--- config.mk ---
export PLATFORM = sky130hd
export DESIGN_NAME = pipelined_array_multiplier
export DESIGN_NICKNAME = d
export VERILOG_FILES = /design/src/rtl/mult_pkg.sv /design/src/rtl/pipelined_array_multiplier_csa_row.sv /design/src/rtl/pipelined_array_multiplier.sv
export SDC_FILE = /design/constraint.sdc
export NUM_CORES = 1
export LEC_CHECK = 0
export ABC_AREA = 1
export CORE_AREA = 2 2 186 188
export CTS_CLUSTER_SIZE = 20
export DETAILED_ROUTE_END_ITERATION = 16
export DIE_AREA = 0 0 188 190
export GPL_ROUTABILITY_DRIVEN = 1
export PLACE_DENSITY = 0.73
export SYNTH_ARGS = -nofsm -noshare
export SYNTH_HDL_FRONTEND = slang
export SYNTH_SLANG_ARGS = --single-unit
--- constraint.sdc ---
create_clock -name clk -period 10.9 [get_ports clk]
set_input_delay 2.725 -clock clk [delete_from_list [all_inputs] [get_ports clk]]
set_output_delay 2.725 -clock clk [all_outputs]
set_load 0.02 [all_outputs]
--- src/rtl/mult_pkg.sv ---
`default_nettype none
// ============================================================================
// Module      : mult_pkg
// Description : Shared pipeline-geometry helpers for the pipelined array
//               multiplier (stage count and end-to-end latency).
// Revision    : 1.0 - initial release
// ============================================================================
package mult_pkg;

    // Number of carry-save reduction stages for N rows packed ROWS per stage.
    function automatic int calc_stages(input int n, input int rows);
        return (n + rows - 1) / rows;
    endfunction

    // Accept-edge to out_valid latency: operand capture + stages + final add.
    function automatic int calc_latency(input int n, input int rows);
        return calc_stages(n, rows) + 1;
    endfunction

endpackage
`default_nettype wire

--- src/rtl/pipelined_array_multiplier_csa_row.sv ---
`default_nettype none
// ============================================================================
// Module      : csa_row
// Description : One carry-save row of the array multiplier. Adds the partial
//               product a & x_j (weight 2^J) into a full-width sum/carry pair
//               using M full-adder cells. Baugh-Wooley sign correction is
//               applied by inverting selected partial-product bits.
// Revision    : 1.0 - initial release
// ============================================================================
module csa_row #(
    parameter int M = 16,
    parameter int N = 16,
    parameter int J = 0
) (
    input  logic [M+N-1:0] sum_i,
    input  logic [M+N-1:0] carry_i,
    input  logic [M-1:0]   a_i,
    input  logic           x_i,
    input  logic           inv_msb_i,   // invert a[M-1]&x_j (rows j < N-1, signed)
    input  logic           inv_low_i,   // invert a[M-2:0]&x_j (row N-1, signed)
    output logic [M+N-1:0] sum_o,
    output logic [M+N-1:0] carry_o
);

    logic [M-1:0] w_pp;
    logic [M-1:0] w_fa_sum;
    logic [M-1:0] w_fa_carry;

    assign w_pp[M-1]   = (a_i[M-1] & x_i) ^ inv_msb_i;
    assign w_pp[M-2:0] = (a_i[M-2:0] & {(M-1){x_i}}) ^ {(M-1){inv_low_i}};

    // One full adder per multiplicand bit, aligned at bit position J+i.
    for (genvar i = 0; i < M; i++) begin : g_cell
        assign w_fa_sum[i]   = sum_i[J+i] ^ carry_i[J+i] ^ w_pp[i];
        assign w_fa_carry[i] = (sum_i[J+i] & carry_i[J+i])
                             | (sum_i[J+i] & w_pp[i])
                             | (carry_i[J+i] & w_pp[i]);
    end

    // Bits outside the window pass through. Earlier rows only leave carries at
    // or below position J+M-1, so the carry slots J+1..J+M are free to rewrite.
    always_comb begin
        sum_o                = sum_i;
        carry_o              = carry_i;
        sum_o[J+M-1:J]       = w_fa_sum;
        carry_o[J+M:J+1]     = w_fa_carry;
        carry_o[J]           = 1'b0;
    end

endmodule
`default_nettype wire

--- src/rtl/pipelined_array_multiplier.sv ---
`default_nettype none
// ============================================================================
// Module      : pipelined_array_multiplier
// Description : M x N array multiplier, unsigned or two's complement (tc),
//               carry-save reduced ROWS rows per stage, final carry-propagate
//               add, valid/ready handshake with a global stall.
// Revision    : 1.0 - initial release
// ============================================================================
module pipelined_array_multiplier
    import mult_pkg::*;
#(
    parameter int M    = 16,
    parameter int N    = 16,
    parameter int ROWS = 4
) (
    input  logic             clk,
    input  logic             rst,
    input  logic             in_valid,
    output logic             in_ready,
    input  logic [M-1:0]     a,
    input  logic [N-1:0]     x,
    input  logic             tc,
    output logic             out_valid,
    input  logic             out_ready,
    output logic [M+N-1:0]   product
);

    localparam int          c_p   = calc_stages(N, ROWS);
    localparam int          c_w   = M + N;
    localparam logic [c_w-1:0] c_one = c_w'(1);
    // Baugh-Wooley correction constant: 2^(M-1) + 2^(N-1) + 2^(M+N-1).
    localparam logic [c_w-1:0] c_bw_const = (c_one << (M-1)) + (c_one << (N-1))
                                          + (c_one << (c_w-1));

    // Register index s feeds reduction stage s; index c_p feeds the final add.
    logic [M-1:0]   st_a_q     [0:c_p-1];
    logic [N-1:0]   st_x_q     [0:c_p-1];
    logic           st_tc_q    [0:c_p-1];
    logic [c_w-1:0] st_sum_q   [1:c_p];
    logic [c_w-1:0] st_carry_q [1:c_p];
    logic [c_p:0]   st_valid_q;
    logic           out_valid_q;
    logic [c_w-1:0] product_q;

    logic [c_w-1:0] w_in_sum    [0:N-1];
    logic [c_w-1:0] w_in_carry  [0:N-1];
    logic [c_w-1:0] w_row_sum   [0:N-1];
    logic [c_w-1:0] w_row_carry [0:N-1];
    logic           w_advance;

    assign w_advance = !out_valid_q || out_ready;
    assign in_ready  = w_advance;
    assign out_valid = out_valid_q;
    assign product   = product_q;

    for (genvar j = 0; j < N; j++) begin : g_row
        localparam int c_s = j / ROWS;
        if (j == 0) begin : g_first
            assign w_in_sum[j]   = st_tc_q[0] ? c_bw_const : '0;
            assign w_in_carry[j] = '0;
        end else if (j % ROWS == 0) begin : g_stage_entry
            assign w_in_sum[j]   = st_sum_q[c_s];
            assign w_in_carry[j] = st_carry_q[c_s];
        end else begin : g_chain
            assign w_in_sum[j]   = w_row_sum[j-1];
            assign w_in_carry[j] = w_row_carry[j-1];
        end

        csa_row #(
            .M (M),
            .N (N),
            .J (j)
        ) u_row (
            .sum_i     (w_in_sum[j]),
            .carry_i   (w_in_carry[j]),
            .a_i       (st_a_q[c_s]),
            .x_i       (st_x_q[c_s][j]),
            .inv_msb_i (st_tc_q[c_s] && (j != N-1)),
            .inv_low_i (st_tc_q[c_s] && (j == N-1)),
            .sum_o     (w_row_sum[j]),
            .carry_o   (w_row_carry[j])
        );
    end

    for (genvar s = 0; s < c_p; s++) begin : g_stage
        localparam int c_last = (((s + 1) * ROWS < N) ? (s + 1) * ROWS : N) - 1;

        // Capture this stage's carry-save result for the next stage.
        always_ff @(posedge clk) begin
            if (w_advance) begin
                st_sum_q[s+1]   <= w_row_sum[c_last];
                st_carry_q[s+1] <= w_row_carry[c_last];
            end
        end

        if (s == 0) begin : g_capture
            // Operand capture; valid bits alone qualify these registers.
            always_ff @(posedge clk) begin
                if (w_advance) begin
                    st_a_q[0]  <= a;
                    st_x_q[0]  <= x;
                    st_tc_q[0] <= tc;
                end
            end
        end else begin : g_forward
            // Operands and mode travel alongside their partial sums.
            always_ff @(posedge clk) begin
                if (w_advance) begin
                    st_a_q[s]  <= st_a_q[s-1];
                    st_x_q[s]  <= st_x_q[s-1];
                    st_tc_q[s] <= st_tc_q[s-1];
                end
            end
        end
    end

    // Valid pipeline and final carry-propagate add, all frozen on stall.
    always_ff @(posedge clk) begin
        if (rst) begin
            st_valid_q  <= '0;
            out_valid_q <= 1'b0;
            product_q   <= '0;
        end else if (w_advance) begin
            st_valid_q  <= {st_valid_q[c_p-1:0], in_valid};
            out_valid_q <= st_valid_q[c_p];
            if (st_valid_q[c_p]) begin
                product_q <= st_sum_q[c_p] + st_carry_q[c_p];
            end
        end
    end

endmodule
`default_nettype wire

==> flow_summary.toml <==
[timing]
slew_viol_final = 0
worstMarginPinSlew_ns = 1.10
setup_tns_ns = 0
setup_ws_ns = 3.41
skew_ns = 0.0128
period_needed_ns = 7.49
hold_viol_final = 0
setup_viol = 0
period_share_pct = 68.7
maxSlewHeadroom_pct = 26.4
max_freq_mhz = 133
rsz0062_at_grt = "false"

[cts]
cts-resized-gates = 0
htreeDepth = 2
cts_buffers = 35
cts.sinks = 311
cts_setup_buffers = 0
clockBufferDepth = 3
root_buffer = "clkbuf_16"
cts-hold-fix-buffers = 0
clkTransAtPathRegs_ns = 0.06
clock_latency_ns = 0.51
cts_tree = "built"

[critical_path]
crit_arrival_ns = 4.77
r2r_slack_ns = 7.62
timing.rr.start = "st_x_q[1][4]"
cp-start-kind = "input pin"
crit_path_end_kind = "output port"
crit_fanout = 197
rr_worst_depth = 8
reg2reg_to = "st_sum_q[0][81]"
path_class = "input pin to output port"
cp.required_ns = 8.18

[run]
drv_cap = 0

[placed_design]
dpl_worst_slack_ns = 3.26
gp_congestion = 0.798
port_buffers = 70
hpwlAfterDp_um = 19300
dp_cells = 2086

[power_and_ir_drop]
leakagePower_nw = 10.1
power_mw = 5.02
vdd_drop_max_uv = 107
p_per_area_mw_per_mm2 = 248

[detailed_routing]
drc_errors = 0
via_per_inst = 4.55
dr.pass1.iters = 6
wl_um = 26400
drtIter0Drc = 314
ant_nets = 0
wl_per_cell_um = 12.3
vias = 9784

[synthesis]
synth_top_area_cell = "edfxtp_1"
synthTopCellsByArea = "edfxtp_1 46%, fa_1 23%, inv_1 9.7%"
ys_warn_count = 0
seq_area_frac_synth_pct = 49.8
synth_nets = 1894
avgSynthCellArea_um2 = 11.2
synth_cells = 1602
yosysUniqueCellTypes = 29
ys_seq_elements = 311
synth_top_area_share_pct = 45.6
synthesis.area_mm2 = 0.0180

[die]
start_util_pct = 53.0
coreArea_mm2 = 0.0339
ios = 71
die_x_um = 188
dieArea_mm2 = 0.0357
row_count = 68
die_h_um = 190

[global_route]
grt_pass1_vias = 10562
grt_pass1_wl_um = 47600
grt_use_total_pct = 16.1
overflow = 0
grt_max_degree = 198
grt_antenna_before_repair = 0

[final_layout]
insertedDiodeCount = 0
fill_cells = 2664
stdcell_count = 2148
regArea_mm2 = 0.00896
area_growth_pct = 12.5
drive_gt1_share_pct = 4.31
final_nets = 1960
multiInputGateArea_mm2 = 0.00709

[worst_hold_path]
hp-start = "st_sum_q[0][34]"
holdPathStages = 0
worstHoldEndpoint = "st_sum_q[0][66]"
min_path_type = "flop to flop"

[status]
status = "complete, no violations"
==> cells in the mapped netlist, drive strengths merged <==
master	count
or2	2
clkbuf	34
xnor2	2
o211ai	3
and2	1
fa	211
o21ai	28
edfxtp	273
dfxtp	38
nand4	2
nand2	338
xor2	31
a21oi	14
nor3	3
inv	469
clkinv	2
nor2	74
nand3	24
ha	44
buf	9
==> metrics by stage <==
stage	area, µm²	hold slack, ns	util, %
6_report	20200	0.413	59.6
5_1_grt	20200	0.421	59.6
4_1_cts	20200	0.415	59.6
3_5_place_dp	19100	0.405	56.3
3_3_place_gp	19100	0.401	56.3
2_1_floorplan	18000	0.400	-
==> registers in the layout (all words and copies together) (netlist names) <==
name and count:
out_valid 1, st_carry_q 64, st_a_q 64, st_valid_q 5, st_sum_q 104, st_tc_q 1, product 32, st_x_q 40
==> worst max path at each step <==
stage | start | endpoint | slack, ns | cells after the start
6_report | out_ready | in_ready | 3.41 | 5
5_1_grt | out_ready | in_ready | 3.15 | 5
4_1_cts | out_ready | in_ready | 3.24 | 5
3_5_place_dp | out_ready | in_ready | 3.26 | 5
3_3_place_gp | out_ready | in_ready | 3.29 | 5
2_1_floorplan | out_ready | in_ready | 2.06 | 2
==> cell type report <==
type / instances / share of cell area (%)
repair buffers: 72 / 3.60
multi-input cells: 777 / 35.0
clock inverters: 21 / 0.903
well taps: 455 / 2.81
clock buffers: 41 / 4.65
inverters: 471 / 8.76
flip-flops and latches: 311 / 44.3
==> critical path, stage by stage <==
cell and delay (ns):
clkdlybuf4s50_1 0.52, nor2_4 0.09, clkinvlp_4 0.09, buf_12 0.57, clkdlybuf4s50_1 0.75
==> cell families (layout without fill, tap and decap cells) <==
kind of cell	Yosys count	in the layout	share of synthesized area, %
simple gates	444	444	9.92
flops	311	311	49.8
buf+inv	514	605	10.8
fa+ha+maj	255	255	26.5
compound gates	45	45	1.34
xor+xnor	33	33	1.61
==> routing by layer <==
metal | up-vias | wire (µm) | global-route usage (%)
met5 | - | 0 | 0
met4 | 0 | 581 | 4.42
met3 | 48 | 828 | 2.66
met2 | 124 | 14200 | 30.4
met1 | 4752 | 10900 | 18.8
li1 | 4860 | - | -
==> layout by cell type, fill, tap and decap left out <==
cell type        count
nand4_1              2
ha_1                44
nand2_1            332
a21oi_2              2
clkinvlp_4           3
nand2_2              6
nand3_1             21
nor2_8               1
nor2_1              72
nor2_4               1
inv_2                5
a21oi_1             12
dfxtp_1             38
bufinv_16            3
o211ai_1             3
clkinv_2             3
clkbuf_1             4
buf_4                1
clkbuf_16           37
buf_12               1
nor3_2               3
clkinv_1            12
fa_1               211
or2_1                1
o21ai_0             28
clkinv_4             3
clkdlybuf4s50_1     70
xnor2_1              2
inv_1              463
and2_1               1
nand3_2              3
xor2_1              31
edfxtp_1           273
or2_4                1
==> power breakdown <==
group / switching, mW / internal, mW / leakage [nW]
combinational: 1.14 / 0.815 / 6.29
sequential: 0.149 / 1.79 / 3.27
clock: 0.448 / 0.687 / 0.541
Note: power is estimated with default switching activity, not from simulation.
